### src/rtl/muldiv_pkg.sv
// Shared encodings and helpers for the EX-stage multiply/divide unit.
package muldiv_pkg;

  localparam logic [1:0] OP_MULT  = 2'b00;
  localparam logic [1:0] OP_MULTU = 2'b01;
  localparam logic [1:0] OP_DIV   = 2'b10;
  localparam logic [1:0] OP_DIVU  = 2'b11;

  localparam logic [1:0] S_IDLE = 2'd0;
  localparam logic [1:0] S_RUN  = 2'd1;
  localparam logic [1:0] S_FIX  = 2'd2;

  localparam logic [4:0] ITER_LAST = 5'd31;

  function automatic logic [31:0] neg32(input logic [31:0] v, input logic en);
    return en ? (~v + 32'd1) : v;
  endfunction

  function automatic logic [63:0] neg64(input logic [63:0] v, input logic en);
    return en ? (~v + 64'd1) : v;
  endfunction

endpackage

### src/rtl/ex_muldiv.sv
// Iterative MULT/MULTU/DIV/DIVU into HI/LO, one result bit per cycle (33 cycles busy).
// Works on magnitudes, then applies sign fixup in a final FIX cycle.
module ex_muldiv #(
  parameter int WIDTH = 32
) (
  input  logic             clk_i,
  input  logic             rst_i,
  input  logic             start_i,
  input  logic [1:0]       op_i,
  input  logic [WIDTH-1:0] data1_i,
  input  logic [WIDTH-1:0] data2_i,
  input  logic             flush_i,
  input  logic             mthi_i,
  input  logic             mtlo_i,
  input  logic [WIDTH-1:0] wdata_i,
  output logic [WIDTH-1:0] hi_o,
  output logic [WIDTH-1:0] lo_o,
  output logic             busy_o,
  output logic             done_o
);
  import muldiv_pkg::*;

  logic [1:0]  state_q;
  logic [1:0]  op_q;
  logic        sgn1_q, sgn2_q;
  logic [31:0] mag1_q, mag2_q, raw1_q;
  logic [31:0] acc_hi_q, acc_lo_q;
  logic [31:0] hi_q, lo_q;
  logic [4:0]  cnt_q;
  logic        done_q;

  logic        is_mul, is_signed;
  logic        in_s1, in_s2;
  logic [32:0] mul_sum;
  logic [32:0] rem_sh;
  logic        q_bit;
  logic [31:0] rem_nxt;
  logic [63:0] prod;

  assign is_mul    = ~op_q[1];
  assign is_signed = ~op_q[0];
  assign in_s1     = ~op_i[0] & data1_i[31];
  assign in_s2     = ~op_i[0] & data2_i[31];

  // mag1 is the multiplicand / shifting dividend, mag2 the shifting multiplier / divisor
  assign mul_sum = {1'b0, acc_hi_q} + (mag2_q[0] ? {1'b0, mag1_q} : 33'd0);
  assign rem_sh  = {acc_hi_q, mag1_q[31]};
  assign q_bit   = (rem_sh >= {1'b0, mag2_q});
  assign rem_nxt = q_bit ? (rem_sh[31:0] - mag2_q) : rem_sh[31:0];
  assign prod    = neg64({acc_hi_q, acc_lo_q}, is_signed & (sgn1_q ^ sgn2_q));

  always_ff @(posedge clk_i) begin
    if (rst_i) begin
      state_q  <= S_IDLE;
      op_q     <= OP_MULT;
      sgn1_q   <= 1'b0;
      sgn2_q   <= 1'b0;
      mag1_q   <= '0;
      mag2_q   <= '0;
      raw1_q   <= '0;
      acc_hi_q <= '0;
      acc_lo_q <= '0;
      hi_q     <= '0;
      lo_q     <= '0;
      cnt_q    <= '0;
      done_q   <= 1'b0;
    end else begin
      done_q <= 1'b0;
      if (flush_i) begin
        state_q <= S_IDLE;
      end else begin
        case (state_q)
          S_IDLE: begin
            if (start_i) begin
              op_q     <= op_i;
              sgn1_q   <= in_s1;
              sgn2_q   <= in_s2;
              mag1_q   <= neg32(data1_i, in_s1);
              mag2_q   <= neg32(data2_i, in_s2);
              raw1_q   <= data1_i;
              acc_hi_q <= '0;
              acc_lo_q <= '0;
              cnt_q    <= '0;
              state_q  <= S_RUN;
            end else begin
              if (mthi_i) hi_q <= wdata_i;
              if (mtlo_i) lo_q <= wdata_i;
            end
          end
          S_RUN: begin
            if (is_mul) begin
              {acc_hi_q, acc_lo_q} <= {mul_sum, acc_lo_q[31:1]};
              mag2_q               <= mag2_q >> 1;
            end else begin
              acc_hi_q <= rem_nxt;
              acc_lo_q <= {acc_lo_q[30:0], q_bit};
              mag1_q   <= mag1_q << 1;
            end
            cnt_q <= cnt_q + 5'd1;
            if (cnt_q == ITER_LAST) state_q <= S_FIX;
          end
          S_FIX: begin
            if (is_mul) begin
              {hi_q, lo_q} <= prod;
            end else if (mag2_q == '0) begin
              // divide by zero reports the raw dividend, no sign fixup
              hi_q <= raw1_q;
              lo_q <= '1;
            end else begin
              hi_q <= neg32(acc_hi_q, is_signed & sgn1_q);
              lo_q <= neg32(acc_lo_q, is_signed & (sgn1_q ^ sgn2_q));
            end
            done_q  <= 1'b1;
            state_q <= S_IDLE;
          end
          default: state_q <= S_IDLE;
        endcase
      end
    end
  end

  assign hi_o   = hi_q;
  assign lo_o   = lo_q;
  assign busy_o = (state_q != S_IDLE);
  assign done_o = done_q;

endmodule

### config.mk
export PLATFORM = sky130hd
export DESIGN_NAME = ex_muldiv
export DESIGN_NICKNAME = d
export VERILOG_FILES = /design/src/rtl/muldiv_pkg.sv /design/src/rtl/ex_muldiv.sv
export SDC_FILE = /design/constraint.sdc
export NUM_CORES = 1
export LEC_CHECK = 0
export CORE_MARGIN = 8
export CORE_UTILIZATION = 47
export CTS_CLUSTER_SIZE = 12
export DETAILED_ROUTE_END_ITERATION = 8
export PLACE_DENSITY = 0.75
export SYNTH_ARGS = -nofsm -noshare
export SYNTH_HDL_FRONTEND = slang
export SYNTH_SLANG_ARGS = --single-unit
### constraint.sdc
create_clock -name clk_i -period 3.6 [get_ports clk_i]
set_input_delay 0.54 -clock clk_i [delete_from_list [all_inputs] [get_ports clk_i]]
set_output_delay 0.54 -clock clk_i [all_outputs]
set_load 0.05 [all_outputs]
---- Word level (Yosys, flattened, before mapping) ----
Cells that the tools add are included.
word-level totals
  flip-flop bits (word level) ............. 236
  output and inout bits ................... 66
cells by class
  $add $sub $neg .......................... 8
  $lt $le $gt $ge ......................... 1
  equal/unequal tests ..................... 10
  muxes and demuxes ....................... 34
  bitwise gates (word level) .............. 13
  reductions and logical operators ........ 13
operator list
  operator                 count
  $mux W32                 21
  $pmux W32 S2             6
  $add A32 B1 Y32 const B  4
  $not A32 Y32             4
  $add A64 B1 Y64 const B  1
  $mux W64                 1
  $not A64 Y64             1
  $add A32 B32 Y33         1
  $ge A33 B32 Y1           1
  $logic_not A32 Y1        1
  $sub A32 B32 Y32         1
  $reduce_and A4 Y1        4
  $ne A2 B2 Y1 const B     7
  $pmux W5 S2              1
  $reduce_and A3 Y1        2
  $reduce_bool A2 Y1       3
  $add A5 B1 Y5 const B    1
  $eq A5 B5 Y1 const B     1
  $mux W5                  1
  $and A1 B1 Y1            4
  $mux W2                  2
  $pmux W2 S2              1
  $not A1 Y1               3
  $eq A2 B1 Y1 const B     1
  other kinds (6)          6

---- Longest topological paths before layout ----
  word-level depth ........................ 6
  depth in mapped cells ................... 14
  gate-level depth less buffers ........... 13

---- Worst setup path before layout ----
OpenSTA, ideal clock, no wires.
  path type ............................... register to register
  from .................................... register mag2_q[0]
  to ...................................... register acc_hi_q[25]
  setup time .............................. 0.122 ns
  arrival time ............................ 3.136 ns
  required time ........................... 3.478 ns
  path slack .............................. 0.342 ns
  cell stages (with the launch flop) ...... 15
  path buffers ............................ 1
  period minus slack after synthesis ...... 3.258 ns
  path through ............................ dfxtp_1 > clkbuf_1 > and2_1 > ha_1 > inv_1 > fa_1 > nor2b_1 > o31ai_1 > a21oi_1 > a41oi_1 > o31a_1 > o21ai_0 > a31oi_1 > mux2i_1 > a221o_1
between the ends
  longest elaborated chain between the ends .. 4
ends and longest elaborated chain
  what                                                 RTL line                          source
  start, declared                                      ex_muldiv.sv:26                   logic [31:0] mag1_q, mag2_q, raw1_q;
  start signal, assigned                               ex_muldiv.sv:79                   mag2_q <= neg32(data2_i, in_s2);
  start signal, assigned                               ex_muldiv.sv:93                   mag2_q <= mag2_q >> 1;
  $mux W32, or another cell as far along               ex_muldiv.sv:46                   assign mul_sum = {1'b0, acc_hi_q} + (mag2_q[0] ? {1'b0, mag1_q} : 33'd0);
  $add A32 B32 Y33 / $mux W32 (equally long branches)  ex_muldiv.sv:46, ex_muldiv.sv:49
  $mux W32 *                                           ex_muldiv.sv:91                   if (is_mul) begin
  $pmux W32 S2 *                                       ex_muldiv.sv:72                   case (state_q)
  end signal, assigned                                 ex_muldiv.sv:92                   {acc_hi_q, acc_lo_q} <= {mul_sum, acc_lo_q[31:1]};
  end signal, assigned                                 ex_muldiv.sv:95                   acc_hi_q <= rem_nxt;
  end, declared                                        ex_muldiv.sv:27                   logic [31:0] acc_hi_q, acc_lo_q;
Mark *: on every way between the ends. The rest lies on a longest branch, timed or not.
A chain may end at the register's enable or synchronous reset.

---- Worst setup path in the final report ----
  from .................................... register mag2_q[0]
  to ...................................... register acc_hi_q[30]
Same word-level chain as after synthesis.

==> flow_metrics.py <==
metrics = {
    "layout": {
        "n_fill_cell": 3497,
        "mostFrequentLayoutCells": "a21oi_1 (271), nor2_1 (268), nand2_1 (255), dfxtp_1 (235), clkdlybuf4s50_1 (168)",
        "finalNetCount": 2668,
        "diodes": 0,
        "final_util_pct": 55.8,
        "areaGrowthSynthToFinish_pct": 18.3,
        "final_cells": 2986,
        "layout_commonest_cell": "a21oi_1",
        "drive_gt1_share_pct": 7.32,
        "multi_input_area_um2": 12000,
        "postLayoutCellArea_um2": 20800,
        "regArea_um2": 4730,
    },
    "floorplanning": {
        "io_pins": 170,
        "die_w_um": 209,
        "die_area_um2": 43800,
        "rows": 71,
        "die_h_um": 209,
        "start_util_pct": 47.2,
        "fp.coreArea_um2": 37200,
    },
    "global_routing": {
        "grt_max_degree": 101,
        "grtUsageTotal_pct": 28.5,
        "overflow": 0,
        "first_global_vias": 17500,
        "grt_pass1_wl_um": 101000,
        "antenna_found_initial": 0,
    },
    "yosys": {
        "syn_area_um2": 17600,
        "synth-edff-count": 0,
        "synth.top_cell.area_share_pct": 26.9,
        "ys_warn_count": 0,
        "async_reset_ff_share_pct": 0,
        "synth_cells": 2387,
        "syn_avg_cell_area_um2": 7.36,
        "synth_ff_type": "dfxtp_1",
        "synth_area_leaders": "dfxtp_1 (27%), a21oi_1 (7.8%), nor2_1 (5.7%)",
        "ys_ff_latch": 236,
        "seq_area_frac_synth_pct": 26.9,
        "synth_fp_nets": 2564,
        "yosysTopAreaCell": "dfxtp_1",
        "synthDistinctLibCells": 80,
    },
    "pwr": {
        "internal_power_mw": 4.88,
        "power_density_nw_per_um2": 343,
        "leakage_nw": 7.99,
        "net-switching-power_mw": 2.25,
        "power_switching_share_pct": 31.5,
        "pwr-share-seq_pct": 39.3,
        "ir_worst_vdd_mv": 0.338,
        "total_power_mw": 7.14,
        "p_comb_share_pct": 21.5,
        "clockPowerShare_pct": 39.2,
    },
    "worst_setup_path": {
        "crit_path_end_kind": "register",
        "crit_chain": "buf_12 -> and2_1 -> ha_1 -> and3_1 -> a211oi_1 -> buf_4 -> o211a_1 -> o22ai_1 -> o21a_1 -> a211o_1 -> a31oi_1 -> mux2i_1 -> a211oi_1",
        "crit_type": "reg -> reg",
        "cp_slowest_cell": "dfxtp_1",
        "r2r-start": "mag2_q[0]",
        "crit_path_max_incr_delay_ns": 0.34,
        "worst_setup_path_start_kind": "register",
        "timing.rr.end": "acc_hi_q[30]",
        "cpMostUsedCell": "a211oi_1",
        "crit_required_ns": 4.05,
        "worstPathArrival_ns": 3.82,
        "rr_worst_depth": 13,
        "reg2reg_slack_ns": 0.23,
        "path_max_fanout": 34,
    },
    "worst_hold_path": {
        "whs_path_depth": 2,
        "hold_end": "acc_lo_q[23]",
        "hold_start": "rst_i",
        "min_path_type": "in -> reg",
    },
    "route": {
        "wl_um": 65900,
        "dr.first_iter.drc_count": 2296,
        "ant_nets": 0,
        "drc": 0,
        "routedWlPerCell_um": 22.1,
        "dr.pass1.iters": 8,
        "routed_via_density": 6.29,
        "vias": 18800,
    },
    "cts": {
        "clockBufferDepth": 3,
        "cts_root_buf": "clkbuf_16",
        "clock_latency_ns": 0.57,
        "h-tree-depth": 1,
        "cts_sinks": 236,
        "cts_tree": "yes",
        "cts_inserted_buffers": 28,
        "cts.clk_slew.worst_paths_ns": 0.06,
        "postCtsSetupBuffers": 0,
    },
    "job": {
        "drv_cap": 0,
    },
    "sta": {
        "finalSetupTns_ns": 0,
        "worst_slew_pin_slew_ns": 1.19,
        "slew_violations": 0,
        "skew_ns": 0.00999,
        "fin_hold_ws_ns": 0.330,
        "finalSetupViolCount": 0,
        "fmax_mhz": 297,
        "fin_crit_ns": 3.37,
        "fin_crit_sh_pct": 93.6,
        "setup_ws_ns": 0.229,
        "relSlewSlack_pct": 20.1,
        "hold_viol": 0,
        "rsz0062_at_grt": "false",
    },
    "placement": {
        "port_buffers": 169,
        "postPlaceCellArea_um2": 19900,
        "place_ws_ns": 0.142,
        "gp_congestion": 0.992,
        "place_inst": 2935,
        "hpwlAfterDp_um": 50300,
    },
    "run_status": {
        "outcome": "completed",
    },
}
==> Yosys cell counts (21+ instances only) <==
| master | count |
|---|---|
| a211oi_1 | 77 |
| a21o_1 | 30 |
| a21oi_1 | 272 |
| a22oi_1 | 22 |
| a31oi_1 | 25 |
| and2_1 | 36 |
| clkbuf_1 | 162 |
| dfxtp_1 | 236 |
| ha_1 | 71 |
| inv_1 | 58 |
| mux2i_1 | 54 |
| nand2_1 | 255 |
| nand3_1 | 23 |
| nor2_1 | 269 |
| nor2b_1 | 21 |
| nor3_1 | 68 |
| nor4_1 | 30 |
| o211ai_1 | 23 |
| o21ai_0 | 131 |
| o221ai_1 | 34 |
| xnor2_1 | 97 |
| xor2_1 | 97 |
==> worst max-delay path: cells and delay by family (launching register included) <==
kind | cells | cell delay (ns)
flip-flops | 1 | 0.34
buffers and inverters | 2 | 0.33
multiplexers | 1 | 0.31
adder cells (fa/ha/maj) | 1 | 0.33
AO/OA/AOI/OAI | 7 | 1.59
AND/OR/NAND/NOR | 2 | 0.34
==> layout make-up <==
cell class	instances	share of cell area, %
Clock inverter	9	0.295
Timing Repair Buffer	258	11.4
Multi-Input combinational cell	1908	57.6
Clock buffer	42	4.01
Sequential cell	236	22.8
Tap cell	474	2.85
Inverter	59	1.07
==> metal layers <==
layer  vias up  track usage [%]  part of all wire, %
met5         -                0                    0
met4         0             11.4                  4.4
met3       171             6.86                   11
met2       898             42.3                   43
met1      8892             39.2                   42
li1       8833                -                    -
==> cells by family (layout without fill, tap and decap cells) <==
kind of cell	Yosys count	in the layout	synth area share (%)
and+or+nand+nor	818	818	21.8
AOI/OAI and AO/OA	767	767	27.8
buffers and inverters	243	368	5.36
DFF	236	236	26.9
xor gates and xnor gates	194	194	9.68
adders and majority gates	73	73	5.29
muxes	56	56	3.21
==> worst max-delay path by stage <==
stage                           start           end  slack [ns]
after floorplan             mag2_q[0]  acc_hi_q[25]        0.34
after global placement     data1_i[0]    mag1_q[29]        0.17
after detailed placement  data2_i[12]    mag2_q[27]        0.14
after CTS                  mag1_q[31]  acc_hi_q[22]        0.16
after global routing        mag2_q[0]  acc_hi_q[29]       0.001
final                       mag2_q[0]  acc_hi_q[30]        0.23
==> power by group through the flow <==
stage / logic (mW) / clock network [mW] / registers, mW
final: 1.53 / 2.79 / 2.81
after global routing: 1.65 / 2.92 / 2.81
after CTS: 1.50 / 2.81 / 2.80
after detailed placement: 1.49 / 0 / 2.86
after global placement: 1.48 / 0 / 2.85
after floorplan: 0.855 / 0 / 2.92
==> flip-flops by register name, indices dropped and copies added (netlist names), 2 cells and up <==
register,count
hi_o,32
raw1_q,32
acc_lo_q,32
cnt_q,5
mag1_q,32
mag2_q,32
acc_hi_q,32
lo_o,32
op_q,2
state_q,2
==> what timing repair did <==
item                                    in CTS  in global routing
endpoints found under the setup margin       0                 25
hold buffers                                 0                  0
resized for setup                            0                  5
No activity file was read; power rests on OpenSTA's default activity.
